**config.mk**
```make
export PLATFORM = sky130hd
export DESIGN_NAME = io_out_buffer
export DESIGN_NICKNAME = d
export VERILOG_FILES = /design/src/rtl/io_out_buffer.sv
export SDC_FILE = /design/constraint.sdc
export NUM_CORES = 1
export LEC_CHECK = 0
export ABC_AREA = 0
export CORE_MARGIN = 1.5
export CORE_UTILIZATION = 60
export CTS_CLUSTER_SIZE = 14
export DETAILED_ROUTE_END_ITERATION = 6
export PLACE_DENSITY = 0.76
export SLEW_MARGIN = 30
export SYNTH_ARGS = -nofsm -noshare
export SYNTH_HDL_FRONTEND = slang
export SYNTH_SLANG_ARGS = --single-unit
```
**constraint.sdc**
```tcl
create_clock -name clock -period 4.75 [get_ports clock]
set_input_delay 0.95 -clock clock [delete_from_list [all_inputs] [get_ports clock]]
set_output_delay 0.95 -clock clock [all_outputs]
set_load 0.01 [all_outputs]
```
**src/rtl/io_out_buffer.sv**
```systemverilog
// Captures execute-stage IO results into a FIFO and serializes each word MSB-first over a byte valid/ready link.
// Optional: define IO_OUT_FRAME_MARKER_EN to prefix every word with an 8'hA5 header byte.
module io_out_buffer #(
   parameter int WIDTH        = 24,
   parameter int ADDRESSWIDTH = 4
) (
   input  logic                    clock,
   input  logic                    reset,
   input  logic                    captureEnable,
   input  logic [WIDTH-1:0]        dataIn,
   input  logic                    byteReady,
   input  logic                    clearOverflow,
   output logic                    byteValid,
   output logic [7:0]              byteOut,
   output logic                    full,
   output logic                    empty,
   output logic [ADDRESSWIDTH:0]   count,
   output logic                    overflow
);

   localparam int DEPTH     = 1 << ADDRESSWIDTH;
   localparam int NUM_BYTES = WIDTH / 8;
   localparam int IDX_W     = (NUM_BYTES > 1) ? $clog2(NUM_BYTES) : 1;
   localparam logic [IDX_W-1:0]      LAST_IDX  = IDX_W'(NUM_BYTES - 1);
   localparam logic [ADDRESSWIDTH:0] DEPTH_CNT = (ADDRESSWIDTH + 1)'(DEPTH);

`ifdef IO_OUT_FRAME_MARKER_EN
   typedef enum logic [1:0] {IDLE, HEADER, SEND} state_t;
`else
   typedef enum logic [1:0] {IDLE, SEND} state_t;
`endif

   state_t                  state_q, state_d;
   logic [WIDTH-1:0]        mem [DEPTH];
   logic [ADDRESSWIDTH-1:0] wrPtr_q, wrPtr_d;
   logic [ADDRESSWIDTH-1:0] rdPtr_q, rdPtr_d;
   logic [ADDRESSWIDTH:0]   count_q, count_d;
   logic                    overflow_q, overflow_d;
   logic [WIDTH-1:0]        shiftReg_q, shiftReg_d;
   logic [IDX_W-1:0]        byteIdx_q, byteIdx_d;
   logic [7:0]              byteOut_q, byteOut_d;
   logic                    push, drop, pop;

   assign full     = (count_q == DEPTH_CNT);
   assign empty    = (count_q == '0);
   assign count    = count_q;
   assign overflow = overflow_q;
   assign byteOut  = byteOut_q;

   // full is judged before the edge, so a same-cycle pop never makes room for a push
   assign push = captureEnable && !full;
   assign drop = captureEnable && full;

   always_comb begin
      state_d    = state_q;
      shiftReg_d = shiftReg_q;
      byteIdx_d  = byteIdx_q;
      byteOut_d  = byteOut_q;
      pop        = 1'b0;
      byteValid  = 1'b0;
      case (state_q)
         IDLE: begin
            if (!empty) begin
               pop        = 1'b1;
               shiftReg_d = mem[rdPtr_q];
               byteIdx_d  = '0;
`ifdef IO_OUT_FRAME_MARKER_EN
               byteOut_d  = 8'hA5;
               state_d    = HEADER;
`else
               byteOut_d  = mem[rdPtr_q][WIDTH-1 -: 8];
               state_d    = SEND;
`endif
            end
         end
`ifdef IO_OUT_FRAME_MARKER_EN
         HEADER: begin
            byteValid = 1'b1;
            if (byteReady) begin
               byteOut_d = shiftReg_q[WIDTH-1 -: 8];
               state_d   = SEND;
            end
         end
`endif
         SEND: begin
            byteValid = 1'b1;
            if (byteReady) begin
               shiftReg_d = shiftReg_q << 8;
               byteIdx_d  = byteIdx_q + IDX_W'(1);
               // byteOut keeps the final byte while idle
               if (byteIdx_q == LAST_IDX) begin
                  state_d = IDLE;
               end else begin
                  byteOut_d = shiftReg_d[WIDTH-1 -: 8];
               end
            end
         end
         default: state_d = IDLE;
      endcase
   end

   always_comb begin
      wrPtr_d    = push ? wrPtr_q + 1'b1 : wrPtr_q;
      rdPtr_d    = pop ? rdPtr_q + 1'b1 : rdPtr_q;
      count_d    = count_q;
      overflow_d = overflow_q;
      if (push && !pop) begin
         count_d = count_q + 1'b1;
      end else if (pop && !push) begin
         count_d = count_q - 1'b1;
      end
      if (drop) begin
         overflow_d = 1'b1;
      end else if (clearOverflow) begin
         overflow_d = 1'b0;
      end
   end

   always_ff @(posedge clock) begin
      if (push) begin
         mem[wrPtr_q] <= dataIn;
      end
   end

   always_ff @(posedge clock or posedge reset) begin
      if (reset) begin
         state_q    <= IDLE;
         wrPtr_q    <= '0;
         rdPtr_q    <= '0;
         count_q    <= '0;
         overflow_q <= 1'b0;
         shiftReg_q <= '0;
         byteIdx_q  <= '0;
         byteOut_q  <= '0;
      end else begin
         state_q    <= state_d;
         wrPtr_q    <= wrPtr_d;
         rdPtr_q    <= rdPtr_d;
         count_q    <= count_d;
         overflow_q <= overflow_d;
         shiftReg_q <= shiftReg_d;
         byteIdx_q  <= byteIdx_d;
         byteOut_q  <= byteOut_d;
      end
   end

endmodule

```
==> reports/qor.yml <==
place:
  portBuffers: 45
  place_congestion: 0.887
  dpl_worst_slack_ns: 1.30
  dp_hpwl_um: 22300
worst_setup_path:
  critical_path_class: "register to register"
  startpoint_type: "register"
  crit_slowest_cell: "nor4_1"
  cp_num_buf_inv: 3
  required_ns: 5.20
  cp_cell_sequence: "nor4_1 -> a21oi_2 -> buf_4 -> inv_2 -> ha_1 -> inv_1 -> ha_1 -> nor2b_1 -> o21a_1 -> or3_1 -> a21oi_1 -> xnor2_1"
  crit_family: "simple AND/OR/NAND/NOR gates"
  critPathMaxFanout: 16
  crit_path_frequent_cell: "ha_1"
  crit_arrival_ns: 3.81
  crit_path_end_kind: "register"
  slowest_delay_ns: 0.51
grt:
  grt_pass1_wl_um: 55000
  grt_pass1_vias: 8760
  overflow: 0
  grt_max_degree: 42
  antenna_found_initial: 0
  grt_usage_pct: 26.6
floorplan:
  dieArea_um2: 28800
  die_h_um: 170
  dieWidth_um: 170
  core-area_um2: 27100
  initial_core_util_pct: 61.6
  pin_count: 46
  rows: 60
pwr:
  leakage_nw: 6.16
  ir_worst_vdd_v: 0.000320
  cellPowerDensity_nw_per_um2: 587
timing:
  setup_violations: 0
  worst_slack_ns: 1.39
  tns_ns: 0
  hold_viol: 0
  fmax_mhz: 297
  period_minus_slack_ns: 3.36
  rsz0062_at_grt: "false"
  tightestPinTransition_ns: 0.937
  slew_viol_final: 0
  relSlewSlack_pct: 37.5
  finalCritPeriodShare_pct: 70.8
  clock_skew_ns: 0.0196
detailed_routing:
  drc_errors: 0
  vias: 8470
  wirelength_um: 36300
  via_per_inst: 6.45
  drt-initial-drc-count: 1155
  antenna_left: 0
  drtPass1Iterations: 5
  wl_per_cell_um: 27.6
logic_synthesis:
  synthDistinctLibCells: 49
  synth_warnings: 0
  ys_seq_elements: 425
  synth.cell_area_um2: 16700
  yosysSeqAreaShare_pct: 75.2
  synthArstFlopShare_pct: 9.65
  netlist_instances: 839
  synth-edff-count: 384
  synth_ff_type: "edfxtp_1"
  avgSynthCellArea_um2: 19.9
  syn_nets: 879
layout:
  layout_common_cells: "edfxtp_1, mux4_2, clkdlybuf4s50_1, clkbuf_16, mux2i_1"
  final_common_cell: "edfxtp_1"
  fin_nets: 951
  syn_to_final_growth_pct: 13.4
  final_layout_size_suffix_gt1_share_pct: 21.4
  diodes: 0
cts:
  clock-root-buffer: "clkbuf_16"
  cts_tree: "yes"
  cts_buffer_depth: 3
  clkSinkCount: 425
  postCtsSetupBuffers: 0
  hold_buffers: 0
  h-tree-depth: 2
  cts_made_buffers: 41
  cts.repair.resized: 0
  cts.clk_slew.worst_paths_ns: 0.06
  clock_latency_ns: 0.53
outcome:
  status: "finished, final reports clean"
flow_run:
  maxCapViolations: 0
min_path:
  hold_path.class: "register to register"
-- state kept, by name (all words and copies together), names as in the netlist --
register    cells
byteIdx_q       2
byteOut         8
count           5
mem           384
overflow        1
rdPtr_q         4
shiftReg_q     16
state_q         1
wrPtr_q         4
-- through the flow --
step	util (%)	instance area [um^2]	power [mW]	hold slack (ns)	std cells
2_1_floorplan	-	16700	7.07	0.467	839
3_3_place_gp	65.1	17600	7.98	0.488	1239
3_5_place_dp	65.1	17600	8.10	0.494	1240
4_1_cts	69.8	18900	11.2	0.510	1314
5_1_grt	69.8	18900	11.5	0.520	1314
6_report	69.8	18900	11.1	0.513	1314
-- area by class of cell --
cell class | instances | area [um^2]
inverter | 13 | 48.8
clock inverter | 25 | 166
sequential | 425 | 12600
multi-input combinational | 356 | 3850
clock buffer | 49 | 1110
fill | 1665 | 8180
timing repair buffer | 74 | 718
tap | 372 | 465
-- logic make-up (layout without fill, tap and decap cells) --
family	count (synthesis)	count (layout)	synth area share, %
AO/OA/AOI/OAI	85	85	3.88
XOR/XNOR	11	11	0.577
adder cells (fa/ha/maj)	11	11	0.869
buffers and inverters	58	161	2.02
flip-flops	425	425	75.2
multiplexers	124	124	13.7
AND/OR/NAND/NOR	125	125	3.70
-- metal layers --
layer	vias to the layer above	routed length, um	GRT usage, %
met2	469	18300	44.2
met4	0	1180	9.35
met3	85	2850	4.29
li1	3552	-	-
met5	-	0	0
met1	4364	13900	36.4
-- synthesized netlist by cell type, types with 6 or more instances --
cell      count  area (um^2)
mux2i_1      39          390
a22o_1        9         78.8
nand4_1       7         43.8
nand3_1       6         30.0
mux4_2       84         1890
nand2_1      30          113
inv_1        11         41.3
o22ai_1       8         50.1
nor3_1       14         70.1
ha_1         10          125
a31oi_1       7         43.8
buf_2        17         85.1
nor2_1       29          109
a21oi_1      10         50.1
dfrtp_1      41         1030
edfxtp_1    384        11500
nor2b_1      28          175
a211oi_1     17          128
clkbuf_1     13         48.8
xnor2_1       8         70.1
-- report_power, final --
group | leakage (nW) | internal, mW | switching [mW]
Clock | 0.638 | 1.77 | 1.30
Combinational | 1.56 | 1.37 | 1.57
Sequential | 3.97 | 4.59 | 0.501
-- worst paths after layout --
kind                            cells after the start      from         end  slack, ns
worst max-delay path                               12  count[0]    count[4]       1.39
worst min-delay path                                1  overflow    overflow       0.51
worst max register to register                     12  count[0]    count[4]       1.39
worst min register to register                      1  overflow    overflow       0.51
max in group asynchronous                           3     reset  rdPtr_q[2]       3.46
min in group asynchronous                           3     reset  wrPtr_q[2]       0.87
Note: power is estimated with default switching activity, not from simulation.
==> variant, RTL diff (config.mk and constraints unchanged) <==
Put one more register stage on the output `count`, with the module's reset. The value now appears one clock later. The other outputs are not delayed to match.
--- a/src/rtl/io_out_buffer.sv
+++ b/src/rtl/io_out_buffer.sv
@@ -43,7 +43,13 @@
 
    assign full     = (count_q == DEPTH_CNT);
    assign empty    = (count_q == '0);
-   assign count    = count_q;
+   always_ff @(posedge clock or posedge reset) begin
+      if (reset) begin
+         count <= '0;
+      end else begin
+         count <= count_q;
+      end
+   end
    assign overflow = overflow_q;
    assign byteOut  = byteOut_q;
 
Behaviour: not the same (Yosys sat finds a counterexample within 4 cycles, from zero or initial values and one cycle with reset high).
==> variant against the original RTL <==
- setup slack gained 88 ps
- wire length shrank 3.8%
- final area grew 0.46%
- maximum frequency grew 2.7%
- synthesized area grew 0.28%
- global-route usage shrank 1.3 points
- count of clock-buffer cells in the layout grew 7
- sequential cell count grew 5
- clock power grew 5%
- register-to-register slack gained 210 ps
- power is essentially flat
- via count shrank 3.4%
==> variant: results (changes against the original RTL) <==
outcome finished, final reports clean (unchanged); skew final 13.7 ps (was 19.6 ps); Yosys cell types 45 (was 49); GR Util met1 0.364 (about the same); synthesized netlist cell count 806 (was 839); pre-CTS setup slack 1290 ps (was 1300 ps); DRT met1 WL 14400 um (was 13900 um); Crit Path Max Fanout 6 (was 16); placed cell areas 0.0177 mm2 (was 0.0176 mm2); ys async rst share 0.107 (was 0.0965); initial DRC count 915 (was 1155); switching portion of total power 0.289 (was 0.304); VDD IR-drop max 0.371 mV (was 0.320 mV); clock power share 0.289 (was 0.276); DPL Wire Length 21400 um (was 22300 um); LEAKAGE 0.00626 uW (was 0.00616 uW); WP data arrival 2320 ps (was 3810 ps); WHS Endpoint count[4] (was overflow); worst hold path depth 0 (was 1); post-DR wirelength/cell 27.1 um (was 27.6 um); placed insts 1207 (was 1240); met2 usage 0.417 (was 0.442); drt pass-1 iters 6 (was 5); global-route usage over all layers 0.253 (was 0.266); RePlAce Congestion 0.891 (was 0.887); DR vias/cell 6.37 (was 6.45); RR Startpoint count_q[0] (was count[0]); R2R setup slack 1600 ps (was 1390 ps); hold slack 380 ps (was 513 ps); crit path from count_q[0] (was count[0]); first-pass GRT wire length 52900 um (was 55000 um); Synth Area in Adders 0.00867 (was 0.00869); main area contributors after synthesis edfxtp_1 69%, mux4_2 12%, dfrtp_1 6.9% (was edfxtp_1 69%, mux4_2 11%, dfrtp_1 6.1%); Num CTS Buffers 42 (was 41); met3 routed WL 2240 um (was 2850 um); Worst Hold Launch count_q[4] (was overflow); Crit-path slowest cell clkdlybuf4s50_1 (was nor4_1)
-- variant: worst max path at each step --
stage                 endpoint  slack [ps]  depth (start not counted)
global placement    count_q[4]        1330                         11
floorplan            mem[3][0]        1270                          4
CTS                       full        1510                          3
global route             empty        1290                          4
finish                   empty        1480                          4
detailed placement  count_q[4]        1290                         11
-- variant: worst reg2reg max path: stages, from the launching register on --
cell,delay (ps)
dfrtp_1,440
or4_1,540
nor2_1,200
nor2b_1,70
buf_4,180
ha_1,250
inv_1,130
ha_1,280
nor2b_1,140
o21a_1,170
or3_1,300
a21oi_1,210
xnor2_1,140
-- variant: area by class of cell --
class	count	area, um2	area share
Clock buffer	56	1170	0.0614
Clock inverter	22	173	0.00908
Inverter	11	42.5	0.00224
Multi-Input combinational cell	321	3810	0.201
Sequential cell	430	12700	0.668
Tap cell	372	465	0.0245
Timing Repair Buffer	73	661	0.0347
